### config.mk
export PLATFORM = sky130hd
export DESIGN_NAME = retire_trace_ctrl
export DESIGN_NICKNAME = d
export VERILOG_FILES = /design/src/rtl/retire_trace_ctrl_pkg.sv /design/src/rtl/retire_trace_ctrl_sync_fifo.sv /design/src/rtl/retire_trace_ctrl.sv
export SDC_FILE = /design/constraint.sdc
export NUM_CORES = 1
export LEC_CHECK = 0
export ABC_AREA = 1
export BUFFER_PORTS_ARGS = -buffer_cell sky130_fd_sc_hd__buf_2
export CORE_MARGIN = 2
export CORE_UTILIZATION = 32
export CTS_CLUSTER_DIAMETER = 50
export DETAILED_ROUTE_END_ITERATION = 6
export MAX_ROUTING_LAYER = met4
export PLACE_DENSITY = 0.43
export SYNTH_ARGS = -nofsm -noshare
export SYNTH_HDL_FRONTEND = slang
export SYNTH_SLANG_ARGS = --single-unit
### constraint.sdc
create_clock -name i_clk -period 9.05 [get_ports i_clk]
set_clock_uncertainty 0.1 [all_clocks]
set_input_delay 1.3575 -clock i_clk [delete_from_list [all_inputs] [get_ports i_clk]]
set_output_delay 1.3575 -clock i_clk [all_outputs]
set_load 0.02 [all_outputs]
### src/rtl/retire_trace_ctrl_pkg.sv
// ----------------------------------------------------------------------------
// retire_trace_ctrl_pkg
//   Shared types and constants for the retire trace controller.
//   - INST_RETIRE_WD : width of one retire record.
//   - retire_rec_t   : record layout {pc, wen, dest, wdata}.
//   - rt_state_e     : serializer states (IDLE, then one state per trace word).
//   - meta_word()    : builds the middle trace word from a record.
// ----------------------------------------------------------------------------
package retire_trace_ctrl_pkg;

    localparam int INST_RETIRE_WD = 70;
    localparam int TRACE_WD       = 32;

    typedef struct packed {
        logic [31:0] pc;
        logic        wen;
        logic [4:0]  dest;
        logic [31:0] wdata;
    } retire_rec_t;

    typedef enum logic [1:0] {
        RT_IDLE = 2'd0,
        RT_W0   = 2'd1,
        RT_W1   = 2'd2,
        RT_W2   = 2'd3
    } rt_state_e;

    function automatic logic [TRACE_WD-1:0] meta_word(input retire_rec_t rec);
        return {26'b0, rec.wen, rec.dest};
    endfunction

endpackage

### src/rtl/retire_trace_ctrl_sync_fifo.sv
// ----------------------------------------------------------------------------
// sync_fifo
//   Single-clock FIFO holding retire records. The head entry is presented
//   combinationally; a write is never visible at the head in the same cycle.
//   Ports:
//     i_clk, i_rst (sync, active-low)
//     i_push / i_wdata : write request and data (ignored while full)
//     i_pop            : remove the head entry (ignored while empty)
//     o_head           : mem[rd_ptr]
//     o_count          : occupancy 0..DEPTH
//     o_count_next     : occupancy after this cycle's push/pop
//     o_full           : registered (count == DEPTH)
// ----------------------------------------------------------------------------
module sync_fifo
    import retire_trace_ctrl_pkg::*;
#(
    parameter int DEPTH = 8,
    parameter int AW    = 3,
    parameter int WIDTH = INST_RETIRE_WD
) (
    input  logic             i_clk,
    input  logic             i_rst,
    input  logic             i_push,
    input  logic [WIDTH-1:0] i_wdata,
    input  logic             i_pop,
    output logic [WIDTH-1:0] o_head,
    output logic [AW:0]      o_count,
    output logic [AW:0]      o_count_next,
    output logic             o_full
);

    localparam logic [AW:0] DEPTH_C = (AW+1)'(DEPTH);

    logic [WIDTH-1:0] r_mem [DEPTH];
    logic [AW-1:0]    r_wr_ptr;
    logic [AW-1:0]    r_rd_ptr;
    logic [AW:0]      r_count;
    logic             r_full;

    logic             w_push_acc;
    logic             w_pop_acc;
    logic [AW:0]      w_count_next;

    assign w_push_acc = i_push && !r_full;
    assign w_pop_acc  = i_pop && (r_count != '0);

    always_comb begin
        w_count_next = r_count;
        if (w_push_acc && !w_pop_acc) begin
            w_count_next = r_count + (AW+1)'(1);
        end else if (!w_push_acc && w_pop_acc) begin
            w_count_next = r_count - (AW+1)'(1);
        end
    end

    // DEPTH is a power of two, so the pointers wrap by natural overflow.
    always_ff @(posedge i_clk) begin
        if (!i_rst) begin
            r_wr_ptr <= '0;
            r_rd_ptr <= '0;
            r_count  <= '0;
            r_full   <= 1'b0;
        end else begin
            if (w_push_acc) begin
                r_wr_ptr <= r_wr_ptr + AW'(1);
            end
            if (w_pop_acc) begin
                r_rd_ptr <= r_rd_ptr + AW'(1);
            end
            r_count <= w_count_next;
            r_full  <= (w_count_next == DEPTH_C);
        end
    end

    // Storage carries no reset; the pointers define what is valid.
    always_ff @(posedge i_clk) begin
        if (i_rst && w_push_acc) begin
            r_mem[r_wr_ptr] <= i_wdata;
        end
    end

    assign o_head       = r_mem[r_rd_ptr];
    assign o_count      = r_count;
    assign o_count_next = w_count_next;
    assign o_full       = r_full;

endmodule

### src/rtl/retire_trace_ctrl.sv
// ----------------------------------------------------------------------------
// retire_trace_ctrl
//   Buffers retire records from the WB stage and serializes each one onto a
//   32-bit valid/ready trace port as three words: pc, {26'b0,wen,dest}, wdata.
//   Ports:
//     i_clk, i_rst (sync, active-low)
//     i_inst_retire_valid, i_inst_retired : WB push
//     o_inst_retired_fifo_full            : backpressure to WB
//     o_trace_valid, i_trace_ready        : trace handshake
//     o_trace_data, o_trace_last          : current word, last-word flag
//     o_fifo_count                        : FIFO occupancy
//     o_drop_cnt                          : pushes attempted while full
// ----------------------------------------------------------------------------
module retire_trace_ctrl
    import retire_trace_ctrl_pkg::*;
#(
    parameter int DEPTH  = 8,
    parameter int AW     = 3,
    parameter int REC_WD = INST_RETIRE_WD
) (
    input  logic              i_clk,
    input  logic              i_rst,
    input  logic              i_inst_retire_valid,
    input  logic [REC_WD-1:0] i_inst_retired,
    output logic              o_inst_retired_fifo_full,
    output logic              o_trace_valid,
    input  logic              i_trace_ready,
    output logic [31:0]       o_trace_data,
    output logic              o_trace_last,
    output logic [AW:0]       o_fifo_count,
    output logic [31:0]       o_drop_cnt
);

    rt_state_e        r_state;
    rt_state_e        w_state_next;
    logic [31:0]      r_drop_cnt;

    logic [REC_WD-1:0] w_head;
    retire_rec_t       w_head_rec;
    logic [AW:0]       w_count;
    logic [AW:0]       w_count_next;
    logic              w_full;
    logic              w_hs;
    logic              w_pop;

    sync_fifo #(
        .DEPTH (DEPTH),
        .AW    (AW),
        .WIDTH (REC_WD)
    ) u_fifo (
        .i_clk        (i_clk),
        .i_rst        (i_rst),
        .i_push       (i_inst_retire_valid),
        .i_wdata      (i_inst_retired),
        .i_pop        (w_pop),
        .o_head       (w_head),
        .o_count      (w_count),
        .o_count_next (w_count_next),
        .o_full       (w_full)
    );

    assign w_head_rec = w_head;
    assign w_hs       = (r_state != RT_IDLE) && i_trace_ready;
    // The record leaves the FIFO only once its last word is taken.
    assign w_pop      = (r_state == RT_W2) && w_hs;

    always_ff @(posedge i_clk) begin
        if (!i_rst) begin
            r_state <= RT_IDLE;
        end else begin
            r_state <= w_state_next;
        end
    end

    always_comb begin
        w_state_next  = r_state;
        o_trace_data  = '0;
        o_trace_last  = 1'b0;
        case (r_state)
            RT_IDLE: begin
                if (w_count != '0) begin
                    w_state_next = RT_W0;
                end
            end
            RT_W0: begin
                o_trace_data = w_head_rec.pc;
                if (w_hs) begin
                    w_state_next = RT_W1;
                end
            end
            RT_W1: begin
                o_trace_data = meta_word(w_head_rec);
                if (w_hs) begin
                    w_state_next = RT_W2;
                end
            end
            RT_W2: begin
                o_trace_data = w_head_rec.wdata;
                o_trace_last = 1'b1;
                // Chain straight into the next record when one is waiting,
                // counting a push that lands on the same edge as the pop.
                if (w_hs) begin
                    w_state_next = (w_count_next != '0) ? RT_W0 : RT_IDLE;
                end
            end
            default: begin
                w_state_next = RT_IDLE;
            end
        endcase
    end

    // A push seen while full is lost even if a pop frees a slot on this edge.
    always_ff @(posedge i_clk) begin
        if (!i_rst) begin
            r_drop_cnt <= '0;
        end else if (i_inst_retire_valid && w_full) begin
            r_drop_cnt <= r_drop_cnt + 32'd1;
        end
    end

    assign o_trace_valid            = (r_state != RT_IDLE);
    assign o_inst_retired_fifo_full = w_full;
    assign o_fifo_count             = w_count;
    assign o_drop_cnt               = r_drop_cnt;

endmodule

==> qor.txt <==
Worst setup EP type: primary output
peak supply drop: 0.1375 mV
TritonCTS clock tree: done
initial antenna violation count: 15
Leak Pwr: 9.351 nW
# hold bufs at CTS: 0
synthesis warning total: 0
endpoints failing hold: 0
cells after synthesis: 1908
Final Setup Violations: 0
DRT Wirelength: 67.16 mm
post-CTS setup buffers: 0
top_reg_cell synth: edfxtp_1
max-cap violations: 0
Port Buffers: 144
die height: 281.4 um
Max-slew headroom: 7.343%
Initial Utilization: 32.38%
CP cell instances: buf_4 -> o21ai_0 -> o221ai_1 -> nand3_1 -> a21oi_1 -> buf_2
min Tclk post-route: 5.326 ns
slowest cell on the critical path: buf_4
Crit Path Class: flip-flop to primary output
clk sinks: 608
PwrDens: 229.8 mW/mm2
CTS max path bufs: 3
Seq/Total Area, Yosys: 72.17%
grt ovf: 0
Clk Tree Root Cell: clkbuf_16
Worst-Margin Slew: 1.390 ns
CP peak stage delay: 0.94 ns
number of buffers created by CTS: 78
Die ar.: 0.07921 mm2
RSZ-0062 raised after global routing: no
num ports: 145
FMAX: 187.8 MHz
Syn Area/Cell: 12.91 um2
final hold slack: 0.3687 ns
crit start category: flip-flop
WL/cell: 21.35 um
number of global-route vias before repair: 15460
Pre-Repair DR Iteration Count: 5
clk_lat worst skew: 0.60 ns
clk slew on worst S/H paths: 0.05 ns
count leader, synth: edfxtp_1
Yosys cell types: 38
share of layout cells above drive strength 1: 15.63%
area share of the largest cell type after synthesis: 68.27%
pin count of the biggest net entering global routing: 253
Hold Path Class: flip-flop to flip-flop
largest cells by area after synthesis: edfxtp_1, nor2_1, o21ai_0, dfxtp_1, o211ai_1
GP Congestion: 0.8057
outcome: finished, final reports clean
drt initial violations: 1217
fin nets: 2123
setup_tns: 0 ns
first-pass GRT wire length: 100.7 mm
CP delay by family, top: buffers and inverters
Via density: 4.989
row count: 101
gr usage total: 17.52%
residual DRC count: 0
CP Data Arrival Time: 3.87 ns
Synth Register Bits: 608
DP HPWL: 35.64 mm
crit share post-route: 58.85%
cell taking the most area after synthesis: edfxtp_1
final count of pins violating max slew: 0
number of synthesized flops with an enable pin: 560
crit path max fanout: 82
CP Data Required Time: 7.59 ns
Post-Synthesis Cell Area: 0.02463 mm2
die width: 281.4 um
via count: 15690
CTS resizes: 0
post-synth net total: 1991
antenna-violating nets left: 0
CP Buf/Inv Count: 2
Layout area overhead: 17.61%
core area: 0.07608 mm2
Post-synth top cells: edfxtp_1, nor2_1, o21ai_0
asr flop ratio synth: 0%
H-tree levels: 3
-- final cells by class --
cell class	count	area, um2
repair buffers	169	920.9
inverters	59	226.5
flip-flops and latches	608	17790
clock buffers	96	2105
fillers	7348	47110
diodes	11	27.53
multi-input cells	1124	6145
clock inverters	49	466.7
well taps	1030	1289
-- worst reg2reg max path, delay by kind of cell (launching register included) --
kind                   cells  cell delay [ns]
buffers and inverters      2             1.08
flip-flops                 1             0.33
AND/OR/NAND/NOR            4             1.35
-- cells in the final DEF (no fill, tap or decap), types with 30 or more instances in the layout --
| cell type | count |
|---|---|
| buf_2 | 144 |
| nor2_1 | 331 |
| mux2i_1 | 67 |
| clkbuf_16 | 82 |
| nand3_1 | 53 |
| o21ai_0 | 208 |
| inv_1 | 51 |
| a21oi_1 | 60 |
| o211ai_1 | 110 |
| edfxtp_1 | 560 |
| dfxtp_1 | 45 |
| o221ai_1 | 30 |
| nand2_1 | 118 |
| o22ai_1 | 37 |
-- worst paths after layout --
path	slack [ns]	from	endpoint	cells after the start
worst max-delay path	3.72	flip-flop	o_trace_data[25]	6
worst min-delay path	0.37	u_fifo.r_rd_ptr[2]$_SDFFE_PN0P_	u_fifo.r_rd_ptr[2]$_SDFFE_PN0P_	2
worst max register to register	5.74	u_fifo.o_full$_SDFF_PN0_	u_fifo.r_mem[5][44]$_DFFE_PP_	6
worst min register to register	0.37	u_fifo.r_rd_ptr[2]$_SDFFE_PN0P_	u_fifo.r_rd_ptr[2]$_SDFFE_PN0P_	2
-- metrics by stage --
step           utilization, %  setup slack [ns]  instances  area, um2  power, mW
2_1_floorplan               -             1.724       1908      24630      3.442
3_3_place_gp            34.66             4.277       2990      26370      3.666
3_5_place_dp            34.66             4.296       2990      26370      3.675
4_1_cts                 38.04             3.622       3135      28940      6.755
5_1_grt                 38.07             3.453       3145      28970      6.899
6_report                38.08             3.724       3146      28970      6.657
-- flip-flops by register name, indices dropped and copies added, names as in the netlist, named ones only --
name,flops
o_drop_cnt,32
r_state,2
u_fifo.o_count,4
u_fifo.o_full,1
u_fifo.r_mem,560
u_fifo.r_rd_ptr,3
u_fifo.r_wr_ptr,3
-- power by group --
part	internal (mW)	leakage, nW	switching, mW	total, mW
registers	3.11	5.45	0.0178	3.13
logic	0.119	2.66	0.355	0.474
clock network	1.86	1.24	1.19	3.05
-- per-layer routing --
layer	part of all wire, %	global-route usage (%)
met5	0	-
met4	2.1	5.183
met3	4.8	3.298
met2	48	27.76
met1	45	22.91
-- cell families (layout without fill, tap and decap cells) --
kind of cell	count (synthesis)	after routing	share of synthesized area [%]
DFF	608	608	72.17
and+or+nand+nor	558	558	9.524
AOI/OAI and AO/OA	475	475	11.48
buffers and inverters	176	373	3.114
muxes	67	67	2.723
xor gates and xnor gates	15	15	0.5333
adders and majority gates	9	9	0.4572
other	0	11	0
Note: power is estimated with default switching activity, not from simulation.
